## config.mk

```make
export PLATFORM = sky130hd
export DESIGN_NAME = inst_decode
export DESIGN_NICKNAME = d
export VERILOG_FILES = /design/src/rtl/isa_pkg.sv /design/src/rtl/reg_file.sv /design/src/rtl/inst_decode.sv
export SDC_FILE = /design/constraint.sdc
export NUM_CORES = 2
export LEC_CHECK = 0
export CAP_MARGIN = 20
export CORE_UTILIZATION = 64
export CTS_CLUSTER_DIAMETER = 200
export DETAILED_ROUTE_END_ITERATION = 10
export DONT_BUFFER_PORTS = 1
export GPL_ROUTABILITY_DRIVEN = 0
export PLACE_DENSITY = 0.77
export SYNTH_ARGS = -nofsm -noshare
export SYNTH_HDL_FRONTEND = slang
export SYNTH_SLANG_ARGS = --single-unit
```

## constraint.sdc

```tcl
create_clock -name clk -period 95 [get_ports clk]
set_input_delay 9.5 -clock clk [delete_from_list [all_inputs] [get_ports clk]]
set_output_delay 9.5 -clock clk [all_outputs]
set_load 0.005 [all_outputs]
```

## src/rtl/isa_pkg.sv

```systemverilog
// Shared ISA definitions: field positions, opcodes, ALU encodings and ID/EX payload.
// The EX stage imports the same package so both sides agree on these encodings.
package isa_pkg;

    localparam int unsigned XLEN     = 32;
    localparam int unsigned REG_AW   = 5;
    localparam int unsigned NREGS    = 32;
    localparam int unsigned PC_W     = 10;
    localparam int unsigned ALU_OP_W = 4;

    localparam int unsigned OPC_LSB   = 26;
    localparam int unsigned OPC_W     = 6;
    localparam int unsigned RS_LSB    = 21;
    localparam int unsigned RT_LSB    = 16;
    localparam int unsigned SHAMT_LSB = 6;
    localparam int unsigned FUNCT_LSB = 0;
    localparam int unsigned FUNCT_W   = 6;
    localparam int unsigned IMM_LSB   = 0;
    localparam int unsigned IMM_W     = 16;

    localparam logic [OPC_W-1:0] OP_RTYPE = 6'h00;
    localparam logic [OPC_W-1:0] OP_BEQ   = 6'h04;
    localparam logic [OPC_W-1:0] OP_ADDI  = 6'h08;
    localparam logic [OPC_W-1:0] OP_LW    = 6'h23;
    localparam logic [OPC_W-1:0] OP_SW    = 6'h2B;

    localparam logic [FUNCT_W-1:0] FN_SLL  = 6'h00;
    localparam logic [FUNCT_W-1:0] FN_SRL  = 6'h02;
    localparam logic [FUNCT_W-1:0] FN_SRA  = 6'h03;
    localparam logic [FUNCT_W-1:0] FN_ADD  = 6'h20;
    localparam logic [FUNCT_W-1:0] FN_ADDU = 6'h21;
    localparam logic [FUNCT_W-1:0] FN_SUB  = 6'h22;
    localparam logic [FUNCT_W-1:0] FN_SUBU = 6'h23;
    localparam logic [FUNCT_W-1:0] FN_AND  = 6'h24;
    localparam logic [FUNCT_W-1:0] FN_OR   = 6'h25;
    localparam logic [FUNCT_W-1:0] FN_XOR  = 6'h26;
    localparam logic [FUNCT_W-1:0] FN_NOR  = 6'h27;
    localparam logic [FUNCT_W-1:0] FN_SLT  = 6'h2A;

    typedef enum logic [ALU_OP_W-1:0] {
        ALU_AND = 4'd0,
        ALU_OR  = 4'd1,
        ALU_ADD = 4'd2,
        ALU_XOR = 4'd3,
        ALU_SLL = 4'd4,
        ALU_SRL = 4'd5,
        ALU_SUB = 4'd6,
        ALU_SLT = 4'd7,
        ALU_SRA = 4'd8,
        ALU_NOR = 4'd12
    } alu_op_e;

    typedef struct packed {
        logic    alu_src;
        logic    reg_write;
        logic    mem_read;
        logic    mem_write;
        logic    mem_to_reg;
        logic    branch;
        alu_op_e alu_op;
    } ctrl_t;

    typedef struct packed {
        logic              valid;
        logic [PC_W-1:0]   npc;
        logic [XLEN-1:0]   rs_data;
        logic [XLEN-1:0]   rt_data;
        logic [XLEN-1:0]   imm;
        logic [REG_AW-1:0] rs_addr;
        logic [REG_AW-1:0] rt_addr;
        logic [REG_AW-1:0] shamt;
        ctrl_t             ctrl;
    } id_ex_t;

    // Unrecognised funct codes fall back to ADD.
    function automatic alu_op_e funct_to_alu(input logic [FUNCT_W-1:0] funct);
        case (funct)
            FN_SLL:          return ALU_SLL;
            FN_SRL:          return ALU_SRL;
            FN_SRA:          return ALU_SRA;
            FN_SUB, FN_SUBU: return ALU_SUB;
            FN_AND:          return ALU_AND;
            FN_OR:           return ALU_OR;
            FN_XOR:          return ALU_XOR;
            FN_NOR:          return ALU_NOR;
            FN_SLT:          return ALU_SLT;
            default:         return ALU_ADD;
        endcase
    endfunction

endpackage

```

## src/rtl/reg_file.sv

```systemverilog
// 32x32 register file: two async read ports, one sync write port, write-through bypass.
// Register 0 is hardwired to zero.
module reg_file
    import isa_pkg::*;
(
    input  logic              clk,
    input  logic              rst,
    input  logic              we,
    input  logic [REG_AW-1:0] wa,
    input  logic [XLEN-1:0]   wd,
    input  logic [REG_AW-1:0] ra0,
    input  logic [REG_AW-1:0] ra1,
    output logic [XLEN-1:0]   rd0_c,
    output logic [XLEN-1:0]   rd1_c
);

    logic [XLEN-1:0] regs_q [NREGS];
    logic [XLEN-1:0] regs_d [NREGS];
    logic            wr_en;

    assign wr_en = we && (wa != '0);

    always_comb begin
        regs_d = regs_q;
        if (wr_en) begin
            regs_d[wa] = wd;
        end
        regs_d[0] = '0;
    end

    always_ff @(posedge clk or posedge rst) begin
        if (rst) begin
            for (int i = 0; i < int'(NREGS); i++) begin
                regs_q[i] <= '0;
            end
        end else begin
            regs_q <= regs_d;
        end
    end

    // A read of the register being written this cycle sees the new value.
    assign rd0_c = (wr_en && (wa == ra0)) ? wd : regs_q[ra0];
    assign rd1_c = (wr_en && (wa == ra1)) ? wd : regs_q[ra1];

endmodule

```

## src/rtl/inst_decode.sv

```systemverilog
// ID stage: field split, control decode, operand read, load-use hazard detection
// and the ID/EX pipeline register.
module inst_decode
    import isa_pkg::*;
(
    input  logic                clk,
    input  logic                rst,
    input  logic [XLEN-1:0]     if_id_instr,
    input  logic [PC_W-1:0]     if_id_NPC,
    input  logic                flush,
    input  logic                wb_we,
    input  logic [REG_AW-1:0]   wb_addr,
    input  logic [XLEN-1:0]     wb_data,
    output logic                id_stall,
    output logic                id_ex_valid,
    output logic [PC_W-1:0]     id_ex_NPC,
    output logic [XLEN-1:0]     id_ex_rs_data,
    output logic [XLEN-1:0]     id_ex_rt_data,
    output logic [XLEN-1:0]     id_ex_imm,
    output logic [REG_AW-1:0]   id_ex_rs_addr,
    output logic [REG_AW-1:0]   id_ex_rt_addr,
    output logic [REG_AW-1:0]   id_ex_shamt,
    output logic [ALU_OP_W-1:0] id_ex_alu_op,
    output logic                id_ex_alu_src,
    output logic                id_ex_reg_write,
    output logic                id_ex_mem_read,
    output logic                id_ex_mem_write,
    output logic                id_ex_mem_to_reg,
    output logic                id_ex_branch
);

    logic [OPC_W-1:0]   opcode;
    logic [REG_AW-1:0]  rs;
    logic [REG_AW-1:0]  rt;
    logic [REG_AW-1:0]  shamt;
    logic [FUNCT_W-1:0] funct;
    logic [IMM_W-1:0]   imm16;
    logic [XLEN-1:0]    rs_data;
    logic [XLEN-1:0]    rt_data;
    ctrl_t              ctrl;
    id_ex_t             id_ex_q;
    id_ex_t             id_ex_d;

    assign opcode = if_id_instr[OPC_LSB +: OPC_W];
    assign rs     = if_id_instr[RS_LSB +: REG_AW];
    assign rt     = if_id_instr[RT_LSB +: REG_AW];
    assign shamt  = if_id_instr[SHAMT_LSB +: REG_AW];
    assign funct  = if_id_instr[FUNCT_LSB +: FUNCT_W];
    assign imm16  = if_id_instr[IMM_LSB +: IMM_W];

    // Writeback is suppressed while reset is held so no value survives the clear.
    reg_file u_reg_file (
        .clk   (clk),
        .rst   (rst),
        .we    (wb_we && !rst),
        .wa    (wb_addr),
        .wd    (wb_data),
        .ra0   (rs),
        .ra1   (rt),
        .rd0_c (rs_data),
        .rd1_c (rt_data)
    );

    always_comb begin
        ctrl = '0;
        case (opcode)
            OP_RTYPE: begin
                ctrl.reg_write = 1'b1;
                ctrl.alu_op    = funct_to_alu(funct);
            end
            OP_ADDI: begin
                ctrl.alu_src   = 1'b1;
                ctrl.reg_write = 1'b1;
                ctrl.alu_op    = ALU_ADD;
            end
            OP_LW: begin
                ctrl.alu_src    = 1'b1;
                ctrl.mem_read   = 1'b1;
                ctrl.mem_to_reg = 1'b1;
                ctrl.reg_write  = 1'b1;
                ctrl.alu_op     = ALU_ADD;
            end
            OP_SW: begin
                ctrl.alu_src   = 1'b1;
                ctrl.mem_write = 1'b1;
                ctrl.alu_op    = ALU_ADD;
            end
            OP_BEQ: begin
                ctrl.branch = 1'b1;
                ctrl.alu_op = ALU_SUB;
            end
            default: ;
        endcase
    end

    // Load-use hazard against the load sitting in ID/EX; a flush cancels it.
    assign id_stall = !rst && !flush && id_ex_q.valid && id_ex_q.ctrl.mem_read
                      && (id_ex_q.rt_addr != '0)
                      && ((id_ex_q.rt_addr == rs) || (id_ex_q.rt_addr == rt));

    always_comb begin
        id_ex_d = '0;
        if (!flush && !id_stall) begin
            id_ex_d.valid   = 1'b1;
            id_ex_d.npc     = if_id_NPC;
            id_ex_d.rs_data = rs_data;
            id_ex_d.rt_data = rt_data;
            id_ex_d.imm     = {{(XLEN-IMM_W){imm16[IMM_W-1]}}, imm16};
            id_ex_d.rs_addr = rs;
            id_ex_d.rt_addr = rt;
            id_ex_d.shamt   = shamt;
            id_ex_d.ctrl    = ctrl;
        end
    end

    always_ff @(posedge clk or posedge rst) begin
        if (rst) begin
            id_ex_q <= '0;
        end else begin
            id_ex_q <= id_ex_d;
        end
    end

    assign id_ex_valid      = id_ex_q.valid;
    assign id_ex_NPC        = id_ex_q.npc;
    assign id_ex_rs_data    = id_ex_q.rs_data;
    assign id_ex_rt_data    = id_ex_q.rt_data;
    assign id_ex_imm        = id_ex_q.imm;
    assign id_ex_rs_addr    = id_ex_q.rs_addr;
    assign id_ex_rt_addr    = id_ex_q.rt_addr;
    assign id_ex_shamt      = id_ex_q.shamt;
    assign id_ex_alu_op     = id_ex_q.ctrl.alu_op;
    assign id_ex_alu_src    = id_ex_q.ctrl.alu_src;
    assign id_ex_reg_write  = id_ex_q.ctrl.reg_write;
    assign id_ex_mem_read   = id_ex_q.ctrl.mem_read;
    assign id_ex_mem_write  = id_ex_q.ctrl.mem_write;
    assign id_ex_mem_to_reg = id_ex_q.ctrl.mem_to_reg;
    assign id_ex_branch     = id_ex_q.ctrl.branch;

endmodule

```

# Word level (Yosys, flattened, before mapping)
# Index checks and enable logic that the tools add are counted.
# W data, S select, Z words.
[word_totals]
wordCells = 111
ff_bits = 1124
input_bits = 83
[op_classes]
eq_ne = 17
mux = 19
order_cmp = 4
n_bitwise = 3
n_reduce_logical = 22
[ops]
columns = ["cell", "count"]
rows = [
  ["$bwmux W1024", 1],
  ["$bmux W32 S5", 2],
  ["$mux W32", 7],
  ["$demux W32 S5", 1],
  ["$mux W132", 1],
  ["$eq A6 B6 Y1 const B", 9],
  ["$pmux W4 S9", 1],
  ["$eq A5 B5 Y1", 4],
  ["$ge A6 B6 Y1 const B", 3],
  ["$not A5 Y6", 3],
  ["$eq A6 B2 Y1 const B", 2],
  ["$logic_not A6 Y1", 2],
  ["$pmux W4 S3", 1],
  ["$logic_and A1 B1 Y1", 11],
  ["$reduce_bool A5 Y1", 2],
  ["$eq A6 B3 Y1 const B", 1],
  ["$eq A6 B4 Y1 const B", 1],
  ["$lt A6 B1 Y1 const B", 1],
  ["$reduce_or A3 Y1", 2],
  ["$mux W1", 5],
  ["$logic_not A1 Y1", 3],
  ["$reduce_or A2 Y1", 1],
  ["$logic_or A1 B1 Y1", 1],
]

# Depth between registers and ports, before layout
[depth]
ltp_word = 9
depth_mapped = 10
depth_no_buf = 6

# Cells and area by module
# From an unflattened synthesis, not the netlist that was laid out.
[hier_totals]
cells_unflattened = 4279
hier_area_um2 = 58568.7
[by_module_without_submodules]
columns = ["module", "area_per_inst_um2", "instances", "cells_each", "seq_area_each_um2"]
rows = [
  ["reg_file", 54532.3, 1, 3968, 24823.8],
  ["inst_decode", 4036.4, 1, 311, 2752.6],
]

# Worst setup path before layout
# Ideal clock, no wire load.
[synth_path]
path_kind = "input-to-output"
from = "input port rst"
to = "output port id_stall"
path_slack_ns = 51.028
stages = 4
t_arrival_ns = 34.472
required_ns = 85.500
path_cell_list = "inv_1 -> o2111a_1 -> nand2_1 -> nor2_1"
[synth_between]
elab_chain_len = 6
[synth_lines]
columns = ["item", "line_no", "text"]
rows = [
  ["start, declared", "inst_decode.sv:7", "input logic rst,"],
  ["$logic_not A1 Y1 (no line)", "--", ""],
  ["$logic_and A1 B1 Y1 (3 in series)", "inst_decode.sv:97", "assign id_stall = !rst && !flush && id_ex_q.valid && id_ex_q.ctrl.mem_read"],
  ["$logic_and A1 B1 Y1", "inst_decode.sv:98", "&& (id_ex_q.rt_addr != '0)"],
  ["$logic_and A1 B1 Y1", "inst_decode.sv:99", "&& ((id_ex_q.rt_addr == rs) || (id_ex_q.rt_addr == rt));"],
  ["end, declared", "inst_decode.sv:14", "output logic id_stall,"],
]
# Every way passes these cells.

# Final worst setup path
[layout_path]
from = "input port if_id_instr[16]"
to = "output port id_stall"
[layout_between]
elab_chain_len = 3
[layout_lines]
columns = ["item", "line_no", "text"]
rows = [
  ["start, declared", "inst_decode.sv:8", "input logic [XLEN-1:0] if_id_instr,"],
  ["$eq A5 B5 Y1", "inst_decode.sv:99", ""],
  ["$logic_or A1 B1 Y1", "inst_decode.sv:99", ""],
  ["$logic_and A1 B1 Y1", "inst_decode.sv:99", ""],
]
# Every way passes these cells.

==> out/qor.csv <==
stage;metric;value;unit
run_status;run_status;finished, violations left;
run_status;violations;DRC;
grt;globalRoute.totalOverflow;0;
logic_synthesis;postSynth.topFlopCell;sky130_fd_sc_hd__dfrtp_1;
drt;route.detailed.vias_per_inst;7.384;
cts;clock_tree.buffer_depth;3;
floorplanning;die_height;301.9;um
drt;dr_iter_0_viols;4192;
drt;post_route_ant_nets;0;
grt;met3_usage;10.96;%
floorplanning;boundaryPins;216;
sta;period_minus_ws_final;20.24;ns
logic_synthesis;yosys.cell_types.count;57;
layout;area_growth_syn_to_layout;7.123;%
layout;regArea;27580;um^2
layout;multi_input_comb_area;27980;um^2
placed_design;dp_hpwl;91640;um
logic_synthesis;synth-seq-area-share;47.90;%
layout;fin_cells;5097;
floorplanning;die_x;301.9;um
power;p_per_area;19.62;nW/um^2
setup_path;worst_ep_arrival_time;10.74;ns
cts;tritoncts;yes;
layout;post-route-cell-area;61670;um^2
sta;timing.setup.tns;0;ns
cts;cts-buffers-inserted;117;
layout;post_route_cells_drive_above_1_share;44.77;%
grt;grt_antenna_before_repair;1;
logic_synthesis;synth_edf_count;0;
power;worst_ir_drop_vdd;0.01396;mV
drt;via_count;37630;
drt;drc;62;
cts;cts_post_setup_buffers_inserted;0;
drt;detailedRoute.firstPassIterationCount;11;
floorplanning;core_region_area;88780;um^2
sta;timing_hold_violations_final;0;
sta;grt_setup_unrepaired;no;
cts;hold_buffers;0;
grt;grt_pass1_vias;38020;
logic_synthesis;syn_nets;4187;
grt;globalRouteMet2Util;57.39;%
logic_synthesis;ys_seq_elements;1102;
logic_synthesis;syn-instance-count;4104;
setup_path;crit_fanout;273;
floorplanning;starting_density_of_the_core;64.84;%
placed_design;placedInstanceArea;57600;um^2
sta;slew-limit-headroom;21.55;%
sta;clock_skew;0.02015;ns
cts;htreeDepth;3;
grt;track_usage;37.64;%
layout;fillerInstances;5970;
drt;drt-wirelength-per-cell;33.15;um
grt;grt_start_max_net_pins;295;
grt;groute.layer.met1.usage;50.41;%
placed_design;dp.cells;4879;
cts;cts.sinks;1102;
placed_design;place.port_buffers;0;
floorplanning;die_footprint;91150;um^2
cts;clk_root_buffer_cell;sky130_fd_sc_hd__clkbuf_16;
logic_synthesis;synth.cell_area;57570;um^2
sta;fmax;49.41;MHz
flow_run;maxCapViolCount;0;
cts;clkSlewWorstSetupHoldPaths;0.06;ns
floorplanning;rows;109;
layout;fin_util;69.46;%
drt;wl;169000;um
placed_design;preCtsSetupSlack;75.13;ns
setup_path;start_kind;input port;
sta;max_slew.worst_pin.slew;1.174;ns
setup_path;criticalPathCategory;in -> out;
logic_synthesis;synthesis.yosys.warnings;0;
sta;fin_ws;74.76;ns
sta;final_max_slew_viol_count;0;
setup_path;critical_path.endpoint_type;output pin;
logic_synthesis;postSynth.asyncResetShare;100.0;%
power;static-leakage-power;27.65;nW
setup_path;worst_endpoint_required_time;85.50;ns
grt;grt_pass1_wl;251000;um
cts;cts-resized-gates;0;
cts;worst_skew_pair.late_latency;0.70;ns
grt;grt-busiest-layer;met2;
sta;setup_viol_count_final;0;
min_path;worst_hold_path_type;reg -> reg;
sta;layout_worst_path_cycle_share;21.30;%
layout;layout.nets;3917;
logic_synthesis;avgSynthCellArea;14.03;um^2
## per-stage QoR
step | power [mW] | hold slack [ns]
global route | 1.251 | 0.5350
global placement | 0.7272 | 0.4974
CTS | 1.211 | 0.5159
floorplan | 0.7139 | 0.4766
finish | 1.210 | 0.5121
detailed placement | 0.7360 | 0.5029
## path summary, 6_finish.rpt
kind	from	end	slack, ns	cells after the start
max in group asynchronous	rst	id_ex_rt_data[1]	83.39	4
worst min-delay path	u_reg_file.regs_q[359]	u_reg_file.regs_q[359]	0.51	1
worst max-delay path	if_id_instr[16]	id_stall	74.76	5
min in group asynchronous	rst	u_reg_file.regs_q[811]	8.69	1
worst min register to register	u_reg_file.regs_q[359]	u_reg_file.regs_q[359]	0.51	1
worst max register to register	id_ex_rt_addr[1]	id_ex_rt_data[12]	92.14	5
## routing by layer
metal  up-vias  routed length [um]  share of wire, %
li1      15100                   -                 -
met1     19940               64440                38
met2      2115               77260                46
met3       484               18790                11
met4         4                8337               4.9
met5         -                 126             0.075
## cells in the final DEF (no fill, tap or decap), drive strengths merged, types with 6 or more instances in the layout
master    netlist  routed
nand4           7       7
nor2b          75      75
nor3           36      36
a22oi          21      21
nor4           36      36
clkinvlp        0       7
a211oi         75      75
clkbuf        204     167
dfrtp        1102    1102
o211ai         19      19
clkinv          0      28
a22o           19      19
a21oi          50      50
o22ai          29      29
a221o          42      42
and2           38      38
bufinv          0      12
a221oi         80      80
o22a           19      19
nand3          35      35
nand2b         13      13
buf           255      70
mux2         1088    1088
a311oi         48      48
mux4          352     352
a2111oi         6       6
nand2          47      47
xnor2          18      18
mux2i         155     155
nor2          183     183
inv             6       8
## cell families after synthesis
kind of cell	synth area share, %
mux	37.75
flops	47.90
simple gates	4.351
buf+inv	3.869
compound gates	5.806
xor+xnor	0.3195
## report_power, final
part	switching [mW]	leakage (nW)	internal (mW)
Combinational	0.0600	11.0	0.101
Clock	0.193	2.00	0.285
Sequential	0.0431	14.7	0.528
## Yosys cell counts (38+ instances only)
master	number	area [um^2]
sky130_fd_sc_hd__a211oi_1	75	563.0
sky130_fd_sc_hd__a21oi_1	50	250.2
sky130_fd_sc_hd__a221o_1	42	420.4
sky130_fd_sc_hd__a221oi_1	80	700.7
sky130_fd_sc_hd__a311oi_1	48	420.4
sky130_fd_sc_hd__and2_1	38	237.7
sky130_fd_sc_hd__buf_1	54	202.7
sky130_fd_sc_hd__buf_2	123	615.6
sky130_fd_sc_hd__buf_4	69	518.0
sky130_fd_sc_hd__clkbuf_1	203	762.0
sky130_fd_sc_hd__dfrtp_1	1102	27580
sky130_fd_sc_hd__mux2_2	1087	12240
sky130_fd_sc_hd__mux2i_1	155	1551
sky130_fd_sc_hd__mux4_2	352	7928
sky130_fd_sc_hd__nand2_1	47	176.4
sky130_fd_sc_hd__nor2_1	183	686.9
sky130_fd_sc_hd__nor2b_1	75	469.2
## state kept, by name (all words and copies together) (netlist names), 5 cells and up
name and cells:
id_ex_imm 12, id_ex_rs_addr 5, u_reg_file.regs_q 992, id_ex_rt_addr 5, id_ex_NPC 10, id_ex_rt_data 32
id_ex_rs_data 32
## worst max-delay path: stages
cell and delay, ns:
sky130_fd_sc_hd__xnor2_1 0.36, sky130_fd_sc_hd__nand3_1 0.11, sky130_fd_sc_hd__o22ai_1 0.23, sky130_fd_sc_hd__nand2_1 0.08, sky130_fd_sc_hd__nor2_1 0.12
## cell type report
class / instances / area share [%]
Sequential cell: 1102 / 44.72
Tap cell: 1165 / 2.364
Inverter: 6 / 0.04870
Timing Repair Buffer: 70 / 0.9090
Clock buffer: 167 / 5.608
Antenna cell: 1 / 0.004058
Multi-Input combinational cell: 2537 / 45.37
Clock inverter: 49 / 0.9739
Note: power is estimated with default switching activity, not from simulation.
